===== src/rtl/mux_scan_pkg.sv =====
// Shared constants for the channel-scan sequencer in front of the 8:1 mux.
package mux_scan_pkg;

    localparam int NUM_CH                = 8;
    localparam int SEL_W                 = 3;
    localparam int DEFAULT_SETTLE_CYCLES = 2;

    localparam logic [SEL_W-1:0] LAST_CH = SEL_W'(NUM_CH - 1);

    // Scan controller states, kept as plain constants so older tools can read them
    typedef logic [1:0] state_t;
    localparam state_t ST_IDLE   = 2'd0;
    localparam state_t ST_SETTLE = 2'd1;
    localparam state_t ST_SAMPLE = 2'd2;
    localparam state_t ST_HOLD   = 2'd3;

endpackage


===== src/rtl/mux_settle_timer.sv =====
// Down-counter that measures how long the mux select has been held.
// Loading sets the count to LOAD_VAL; done is high once the count reaches zero,
// which marks the last settle cycle of a channel.
module mux_settle_timer #(
    parameter int CNT_W    = 4,
    parameter int LOAD_VAL = 1
) (
    input  logic clk,
    input  logic rst,
    input  logic load,
    input  logic enable,
    output logic done
);

    logic [CNT_W-1:0] count;

    // Reload on channel entry, otherwise count down and park at zero
    always_ff @(posedge clk) begin
        if (rst) begin
            count <= '0;
        end else if (load) begin
            count <= CNT_W'(LOAD_VAL);
        end else if (enable && (count != '0)) begin
            count <= count - CNT_W'(1);
        end
    end

    assign done = (count == '0);

endmodule


===== src/rtl/mux_scan_sequencer.sv =====
// Walks the 8:1 mux select through channels 0..7, waits a settle time on each,
// samples the mux output, and hands the assembled 8-bit frame downstream on a
// valid/ready handshake. Continuous mode restarts the scan right after each handshake.
module mux_scan_sequencer
    import mux_scan_pkg::*;
#(
    parameter int SETTLE_CYCLES = DEFAULT_SETTLE_CYCLES,
    parameter int CNT_W         = 4
) (
    input  logic       clk,
    input  logic       rst,
    input  logic       start,
    input  logic       cont,
    output logic [2:0] sel,
    input  logic       mux_y,
    output logic [7:0] frame_data,
    output logic       frame_valid,
    input  logic       frame_ready,
    output logic       busy
);

    state_t           state;
    logic [SEL_W-1:0] ch;
    logic [NUM_CH-1:0] frame_reg;
    logic             handshake;
    logic             timer_load;
    logic             timer_done;

    assign handshake = (state == ST_HOLD) && frame_ready;

    // Restart the settle timer on every edge that enters SETTLE
    always_comb begin
        timer_load = 1'b0;
        if ((state == ST_IDLE) && start) begin
            timer_load = 1'b1;
        end else if ((state == ST_SAMPLE) && (ch != LAST_CH)) begin
            timer_load = 1'b1;
        end else if (handshake && cont) begin
            timer_load = 1'b1;
        end
    end

    mux_settle_timer #(
        .CNT_W   (CNT_W),
        .LOAD_VAL(SETTLE_CYCLES - 1)
    ) u_settle_timer (
        .clk   (clk),
        .rst   (rst),
        .load  (timer_load),
        .enable(state == ST_SETTLE),
        .done  (timer_done)
    );

    // Scan FSM together with the channel index and the frame capture register
    always_ff @(posedge clk) begin
        if (rst) begin
            state     <= ST_IDLE;
            ch        <= '0;
            frame_reg <= '0;
        end else begin
            case (state)
                ST_IDLE: begin
                    if (start) begin
                        state     <= ST_SETTLE;
                        ch        <= '0;
                        frame_reg <= '0;
                    end
                end
                ST_SETTLE: begin
                    if (timer_done) begin
                        state <= ST_SAMPLE;
                    end
                end
                ST_SAMPLE: begin
                    frame_reg[ch] <= mux_y;
                    if (ch == LAST_CH) begin
                        state <= ST_HOLD;
                    end else begin
                        state <= ST_SETTLE;
                        ch    <= ch + SEL_W'(1);
                    end
                end
                ST_HOLD: begin
                    if (frame_ready) begin
                        ch <= '0;
                        if (cont) begin
                            state     <= ST_SETTLE;
                            frame_reg <= '0;
                        end else begin
                            state <= ST_IDLE;
                        end
                    end
                end
                default: begin
                    state <= ST_IDLE;
                    ch    <= '0;
                end
            endcase
        end
    end

    assign sel         = ch;
    assign frame_data  = frame_reg;
    assign frame_valid = (state == ST_HOLD);
    assign busy        = (state != ST_IDLE);

endmodule

===== config.mk =====
export PLATFORM = sky130hd
export DESIGN_NAME = mux_scan_sequencer
export DESIGN_NICKNAME = d
export VERILOG_FILES = /design/src/rtl/mux_scan_pkg.sv /design/src/rtl/mux_settle_timer.sv /design/src/rtl/mux_scan_sequencer.sv
export SDC_FILE = /design/constraint.sdc
export NUM_CORES = 1
export LEC_CHECK = 0
export CAP_MARGIN = 40
export CORE_MARGIN = 2
export CORE_UTILIZATION = 54
export CTS_CLUSTER_DIAMETER = 50
export DETAILED_ROUTE_END_ITERATION = 16
export GPL_TIMING_DRIVEN = 0
export MAX_ROUTING_LAYER = met4
export PLACE_DENSITY = 0.83
export SYNTH_ARGS = -nofsm -noshare
export SYNTH_HDL_FRONTEND = slang
export SYNTH_SLANG_ARGS = --single-unit

===== constraint.sdc =====
create_clock -name clk -period 3.4 [get_ports clk]
set_clock_uncertainty 0.05 [all_clocks]
set_input_delay 0.68 -clock clk [delete_from_list [all_inputs] [get_ports clk]]
set_output_delay 0.68 -clock clk [all_outputs]
set_load 0.02 [all_outputs]

* Word-level counts from Yosys, hierarchy flattened
Index checks and enable logic that the tools add are counted.
** Operators by class
- Add/sub/neg operators :: 2
- Magnitude comparators :: 2
- Eq/ne operators :: 10
- Muxes and demuxes :: 22
- Reduce and logical (&&, ||, !) cells :: 16
** Operators by type and width (count)
- $mux 8 :: 3
- $pmux 8 s3 :: 1
- $mux 3 :: 3
- $pmux 3 s3 :: 1
- $bwmux 8 :: 1
- $mux 2 :: 4
- $ne 2x2->1 const B :: 4
- $pmux 2 s4 :: 1
- $reduce_and 4->1 :: 2
- $mux 1 :: 7
- $logic_and 1x1->1 :: 6
- $eq 2x2->1 const B :: 2
- $logic_not 4->1 :: 1
- $lt 3x4->1 const B :: 1
- $reduce_bool 2->1 :: 2
- $reduce_bool 4->1 :: 1
- $sub 4x1->4 const B :: 1
- $add 3x1->3 const B :: 1
- $demux 1 s3 :: 1
- $eq 3x3->1 const B :: 1
- $ge 3x1->1 const B :: 1
- $ne 3x3->1 const B :: 1
- $reduce_and 3->1 :: 1
- $reduce_bool 3->1 :: 1
- 4 further kinds :: 4
** Storage, ports and cells
- Register bits :: 17
- Input port bits :: 6
- Output and inout port bits :: 13
- Word-level logic and storage cells :: 57

* Longest topological paths before layout
Gate-level depths: netlist of the first run.
- Depth in word-level cells :: 7
- Mapped depth :: 6
- Depth with buffers taken out :: 6

* Hierarchy
A second synthesis of the first run with hierarchy kept.
** Unflattened totals
- Cells, all modules :: 114
- Area total of the unflattened synthesis :: 954.7 um^2
** By module, submodules not included
- mux_scan_sequencer :: times used 1, cells an instance 90, area each 742.0 um^2
- mux_settle_timer :: times used 1, cells an instance 24, area each 212.7 um^2

* Worst setup path before layout of the first run
OpenSTA, ideal clock, no wires.
- Path kind :: reg-to-output
- From :: reg state[1]
- To :: out busy
- Arrival time :: 862 ps
- Required time :: 2670 ps
- Setup slack :: 1808 ps
- Cell stages (with the launch flop) :: 3
- Buffers on the path :: 1
- Path through :: dfxtp_1 buf_2 or2_2
** Between the ends
- Cells in the longest elaborated chain, start to end :: 1
** Ends and longest elaborated chain
- start: declaration :: line mux_scan_sequencer.sv:22 : state_t state;
- start signal: assignment :: line mux_scan_sequencer.sv:57 : state <= ST_IDLE;
- start signal: assignment :: line mux_scan_sequencer.sv:64 : state <= ST_SETTLE;
- start signal: assignment :: line mux_scan_sequencer.sv:71 : state <= ST_SAMPLE;
- $reduce_bool 2->1 :: line mux_scan_sequencer.sv:105 : assign busy = (state != ST_IDLE);
- end: declaration :: line mux_scan_sequencer.sv:19 : output logic busy
Every way passes these cells.

* Final worst setup path of the first run
- From :: reg state[1]
- To :: out frame_valid
** Between the ends
- Cells in the longest elaborated chain, start to end :: 1
** Ends and longest elaborated chain
- $eq 2x2->1 :: line mux_scan_sequencer.sv:104 : assign frame_valid = (state == ST_HOLD);
- end: declaration :: line mux_scan_sequencer.sv:17 : output logic frame_valid,
Every way passes these cells.

==> impl_metrics.env, run 1 <==
export IMPL_cp_endpoint="frame_valid"
export IMPL_portBuffers=18
export IMPL_synth_distinct_cells=39
export IMPL_path_delay_family="buffers and inverters"
export IMPL_dpl_cell_count=159
export IMPL_rr_endpoint="u_settle_timer.count[1]"
export IMPL_dp_final_hpwl_mm=1.50
export IMPL_total_leakage_power_nw=0.447
export IMPL_drt_initial_drc_count=23
export IMPL_synth_edf_count=0
export IMPL_grt_usage_pct=21.8
export IMPL_crit_buf_inv=2
export IMPL_worst_pin_slew_ns=0.422
export IMPL_wire_per_inst_um=12.4
export IMPL_cp_max_fo=10
export IMPL_diodes=0
export IMPL_globalplace_congestion=0.801
export IMPL_grt_pass1_wl_mm=3.35
export IMPL_worstRegToRegCells=5
export IMPL_seq_area_um2=340
export IMPL_netlist_instances=116
export IMPL_avgSynthCellArea_um2=8.36
export IMPL_finalWirelength_mm=2.02
export IMPL_fillCellCount=140
export IMPL_synth_most_common_cell="dfxtp_1"
export IMPL_antenna_found_initial=0
export IMPL_vias=889
export IMPL_design_die_area_mm2=0.00215
export IMPL_area_growth_syn_to_layout_pct=24.6
export IMPL_crit_slowest_cell="clkdlybuf4s50_1"
export IMPL_final_min_clock_period_ns=2.43
export IMPL_fin_nets=148
export IMPL_seq_area_frac_synth_pct=35.1
export IMPL_syn_nets=125
export IMPL_ant_nets=0
export IMPL_clock_latency_ns=0.29
export IMPL_drive_above_1_share_pct=11.6
export IMPL_grt_max_degree=11
export IMPL_via_per_inst=5.45
export IMPL_overflow=0
export IMPL_regToRegSetupSlack_ns=1.79
export IMPL_reg2reg_from="sel[0]"
export IMPL_ir_drop_mv=0.305
export IMPL_synth_seq_cells=17
export IMPL_synth_top_cell_area_share_pct=35.1
export IMPL_relSlewSlack_pct=71.9
export IMPL_final_cells=163
export IMPL_synth_top_flop_cell="dfxtp_1"
export IMPL_clock_fmax_mhz=411
export IMPL_slew_violations=0
export IMPL_period_share_pct=71.5
export IMPL_root_buffer="clkbuf_4"
export IMPL_rsz0062_at_grt="no"
export IMPL_io_pins=19
export IMPL_synthesis_area_um2=970
export IMPL_synth_area_leader_cell="dfxtp_1"
export IMPL_crit_cells=3
export IMPL_tns_ns=0
export IMPL_rows=15
export IMPL_htree_levels=1
export IMPL_synthArstFlopShare_pct=0
export IMPL_end_kind="output pin"
export IMPL_core_region_area_mm2=0.00171
export IMPL_pwr_density_cell_mw_per_mm2=437
export IMPL_detail_route_first_pass_iterations=4
export IMPL_yosysWarnings=0
export IMPL_multi_input_area_um2=573
export IMPL_hold_buffers=0
export IMPL_path_clk_slew_ns=0.10
export IMPL_hp_class="reg2reg"
export IMPL_clkSinkCount=17
export IMPL_route_detailed_drc=0
export IMPL_max_cap_viol_count=0
export IMPL_die_y_um=46.4
export IMPL_synth_common_cells="dfxtp_1 (17), nor2_1 (13), a21oi_1 (8), inv_1 (7)"
export IMPL_tritoncts="built"
export IMPL_start_util_pct=56.8
export IMPL_cp_cell_sequence="buf_2 > and2_1 > clkdlybuf4s50_1"
export IMPL_setup_viol=0
export IMPL_synth_area_leaders="dfxtp_1 (35%), nor2_1 (5.0%), a21oi_1 (4.1%), ha_1 (3.9%), nor2b_1 (3.9%)"
export IMPL_clockBufferDepth=2
export IMPL_cts_made_buffers=3
export IMPL_worstSetupStartpoint="state[1]"
export IMPL_path_class="reg2out"
export IMPL_status="finished clean"
export IMPL_arrival_ns=1.70
export IMPL_cp_required_ns=2.67
export IMPL_grt_pass1_vias=773
export IMPL_hold_viol=0
export IMPL_startpoint_type="flip-flop"
export IMPL_critPathMaxStageDelay_ns=0.59
export IMPL_post_cts_resized=0
export IMPL_fp_dieW_um=46.4
export IMPL_postCtsSetupBuffers=0
sequential cells by signal, summed over array words and instances, names as in the netlist:
| signal | count |
|---|---|
| state | 2 |
| frame_data | 8 |
| u_settle_timer.count | 4 |
| sel | 3 |
cells by family (layout without fill, tap and decap cells):
kind of cell	count (synthesis)	after routing	synth area share (%)
AND/OR/NAND/NOR	45	45	27.7
AO/OA/AOI/OAI	34	34	24.6
flip-flops	17	17	35.1
buffers and inverters	14	36	5.81
adder cells (fa/ha/maj)	3	3	3.87
XOR/XNOR	2	2	1.81
multiplexers	1	1	1.03
where the power goes:
group	total (mW)	internal (mW)	switching (mW)
Sequential	0.227	0.213	0.0147
Combinational	0.191	0.0865	0.105
Clock	0.109	0.0438	0.0654
Total	0.528	0.343	0.185
metrics by stage:
step	power (mW)	hold WS (ns)	cell area (um2)	worst slack, ns	util, %
after floorplan	0.372	0.407	970	1.81	-
after global placement	0.417	0.419	1180	1.13	69.2
after detailed placement	0.422	0.438	1180	1.11	69.2
after CTS	0.531	0.458	1210	0.957	70.8
after global routing	0.561	0.469	1210	0.888	70.8
final	0.528	0.451	1210	0.968	70.8
layout by cell type (no fill, tap or decap), types with 3 or more instances in the layout:
cell type        instances
a21oi_1                  8
buf_2                    3
clkbuf_1                 4
clkbuf_4                 3
clkdlybuf4s50_1         18
dfxtp_1                 17
ha_1                     3
inv_1                    7
nand2_1                  4
nand2b_1                 4
nor2_1                  13
nor2b_1                  6
o21a_1                   3
o21ai_0                  6
o21ai_1                  4
worst register-to-register path: stages (launching register included):
cell      delay [ns]
dfxtp_1         0.42
ha_1            0.19
ha_1            0.22
nor2_1          0.11
or3_1           0.41
a211oi_2        0.15
layer usage:
layer / routed length (um) / vias up / share of wire (%) / track usage (%)
met5: 0 / - / 0 / -
met4: 34 / 0 / 1.7 / 8.57
met3: 71 / 5 / 3.5 / 2.35
met2: 926 / 19 / 46 / 31.7
met1: 986 / 407 / 49 / 30.7
li1: - / 458 / - / -
layout make-up:
class	instances	share of cell area, %
Timing Repair Buffer	18	14.9
Clock inverter	1	0.414
Sequential cell	17	28.2
Inverter	7	2.17
Buffer	7	2.48
Clock buffer	3	1.86
Multi-Input combinational cell	85	47.4
Tap cell	25	2.59
how the worst min path moves through the flow:
| stage | to | cells after the start | start | slack, ns |
|---|---|---|---|---|
| 2_1_floorplan | u_settle_timer.count[2] | 2 | u_settle_timer.count[2] | 0.41 |
| 3_3_place_gp | u_settle_timer.count[2] | 2 | u_settle_timer.count[2] | 0.42 |
| 3_5_place_dp | u_settle_timer.count[2] | 2 | u_settle_timer.count[2] | 0.44 |
| 4_1_cts | u_settle_timer.count[2] | 2 | u_settle_timer.count[2] | 0.46 |
| 5_1_grt | frame_data[5] | 2 | frame_data[5] | 0.47 |
| 6_report | frame_data[6] | 2 | frame_data[6] | 0.45 |
Power figures use the tool's default switching activity.
==> run 2: changes to the inputs <==
--- a/config.mk
+++ b/config.mk
@@ -7,12 +7,12 @@
 export LEC_CHECK = 0
 export CAP_MARGIN = 40
 export CORE_MARGIN = 2
-export CORE_UTILIZATION = 54
+export CORE_UTILIZATION = 45
 export CTS_CLUSTER_DIAMETER = 50
 export DETAILED_ROUTE_END_ITERATION = 16
 export GPL_TIMING_DRIVEN = 0
 export MAX_ROUTING_LAYER = met4
-export PLACE_DENSITY = 0.83
+export PLACE_DENSITY = 0.74
 export SYNTH_ARGS = -nofsm -noshare
 export SYNTH_HDL_FRONTEND = slang
 export SYNTH_SLANG_ARGS = --single-unit
==> constraint.sdc (replaced) <==
create_clock -name clk -period 2 [get_ports clk]
set_clock_uncertainty 0.05 [all_clocks]
set_input_delay 0.4 -clock clk [delete_from_list [all_inputs] [get_ports clk]]
set_output_delay 0.4 -clock clk [all_outputs]
set_load 0.02 [all_outputs]
==> impl_metrics.env, run 2 (synthesis gave the netlist of run 1 again) <==
export IMPL_core_region_area_mm2=0.00200
export IMPL_cts_made_buffers=3
export IMPL_p_int_uw=585
export IMPL_antenna_found_initial=0
export IMPL_finalWirelength_mm=2.09
export IMPL_seq_area_um2=343
export IMPL_fillCellCount=183
export IMPL_clock_latency_ns=0.28
export IMPL_die_y_um=50.4
export IMPL_root_buffer="clkbuf_4"
export IMPL_portBuffers=18
export IMPL_wire_per_inst_um=12.6
export IMPL_cp_max_fo=10
export IMPL_clkPwrFrac_pct=20.0
export IMPL_tritoncts="built"
export IMPL_grt_pass1_vias=815
export IMPL_dp_final_hpwl_mm=1.58
export IMPL_switchingPower_uw=305
export IMPL_end_kind="output pin"
export IMPL_hp_class="reg2reg"
export IMPL_io_pins=19
export IMPL_postCtsSetupBuffers=0
export IMPL_period_share_pct=93.3
export IMPL_finalCoreUtilization_pct=60.6
export IMPL_slew_violations=0
export IMPL_globalplace_congestion=0.845
export IMPL_arrival_ns=1.42
export IMPL_max_cap_viol_count=0
export IMPL_design_die_area_mm2=0.00254
export IMPL_final_min_clock_period_ns=1.87
export IMPL_cp_required_ns=1.55
export IMPL_via_per_inst=5.38
export IMPL_startpoint_type="flip-flop"
export IMPL_htree_levels=1
export IMPL_relSlewSlack_pct=71.2
export IMPL_grt_usage_pct=18.0
export IMPL_area_growth_syn_to_layout_pct=25.0
export IMPL_path_delay_family="buffers and inverters"
export IMPL_overflow=0
export IMPL_pwr_density_cell_mw_per_mm2=734
export IMPL_worst_pin_slew_ns=0.432
export IMPL_layout_commonest_cell="clkdlybuf4s50_1"
export IMPL_crit_slowest_cell="dfxtp_2"
export IMPL_detail_route_first_pass_iterations=4
export IMPL_grt_max_degree=11
export IMPL_rsz0062_at_grt="no"
export IMPL_fp_dieW_um=50.4
export IMPL_setup_viol=0
export IMPL_start_util_pct=48.4
export IMPL_clockBufferDepth=2
export IMPL_total_leakage_power_nw=0.452
export IMPL_layout_common_cells="clkdlybuf4s50_1 (16), dfxtp_1 (15), nor2_1 (13)"
export IMPL_dpl_cell_area_mm2=0.00118
export IMPL_crit_buf_inv=2
export IMPL_multi_input_area_um2=573
export IMPL_rows=16
export IMPL_route_detailed_drc=0
export IMPL_drive_above_1_share_pct=12.3
export IMPL_drt_initial_drc_count=6
export IMPL_path_class="reg2out"
export IMPL_vias=887
export IMPL_hold_viol=0
export IMPL_fin_nets=148
export IMPL_clkSinkCount=17
export IMPL_hold_buffers=0
export IMPL_power_switching_share_pct=34.2
export IMPL_cp_cell_sequence="buf_4 > or2_2 > dlygate4sd2_1"
export IMPL_diodes=0
export IMPL_critPathMaxStageDelay_ns=0.36
export IMPL_largest_reg_flops=8
export IMPL_p_comb_share_pct=36.2
export IMPL_ant_nets=0
export IMPL_path_clk_slew_ns=0.10
export IMPL_final_cells=165
export IMPL_clock_fmax_mhz=536
export IMPL_status="finished clean"
export IMPL_grt_pass1_wl_mm=3.50
export IMPL_dpl_cell_count=161
export IMPL_tns_ns=0
export IMPL_power_frac_seq_pct=43.8
export IMPL_fin_area_mm2=0.00121
export IMPL_ir_drop_mv=0.352
## run 2: cell types whose count changed in the layout (fill, tap and decap cells not counted), sizes merged
| cell | before | now |
|---|---|---|
| clkinv | 1 | 0 |
| clkdlybuf4s50 | 18 | 16 |
| clkbuf | 7 | 8 |
| dlygate4sd2 | 0 | 2 |
## run 2: path summary, 6_finish.rpt
| kind | start | to | slack (ns) | cells past startpoint |
|---|---|---|---|---|
| setup / recovery | state[1] | busy | 0.13 | 3 |
| hold / removal | frame_data[0] | frame_data[0] | 0.46 | 2 |
| setup reg to reg | sel[0] | u_settle_timer.count[1] | 0.41 | 5 |
| hold reg to reg | frame_data[0] | frame_data[0] | 0.46 | 2 |
## run 2: timing repair
item / in CTS / in global routing
gates resized for setup: 5 / 0
setup endpoints to repair: 2 / 0
hold endpoints to repair: 0 / 0
## run 2: tightest hold or removal path: stages (launching register included)
cell      delay, ns
dfxtp_1        0.32
nand2b_1       0.08
o32ai_2        0.07
## run 2: final cells by class
cell class / instances / area share, %
plain buffers: 7 / 2.68
repair buffers: 18 / 14.7
well taps: 27 / 2.79
multi-input cells: 85 / 47.3
flip-flops and latches: 17 / 28.3
clock buffers: 4 / 2.17
inverters: 7 / 2.17
## run 2: per-layer routing
layer	GRT usage (%)	vias to the layer above	wire, um
li1	-	456	-
met1	22.8	413	999
met2	30.5	16	1020
met3	2.68	2	56
met4	4.05	0	8
met5	-	-	0
## run 2: power groups by stage
stage / logic (mW) / clock network [mW] / registers (mW)
global route: 0.355 / 0.196 / 0.395
CTS: 0.324 / 0.188 / 0.390
finish: 0.322 / 0.178 / 0.390
floorplan: 0.237 / 0 / 0.395
global placement: 0.315 / 0 / 0.394
detailed placement: 0.326 / 0 / 0.395
## run 2: metrics by stage
step / setup slack, ns / hold WS [ns] / power (mW)
finish: 0.134 / 0.456 / 0.890
global route: 0.0746 / 0.476 / 0.946
CTS: 0.120 / 0.459 / 0.902
detailed placement: 0.0147 / 0.444 / 0.721
global placement: 0.0379 / 0.424 / 0.710
floorplan: 0.435 / 0.407 / 0.632
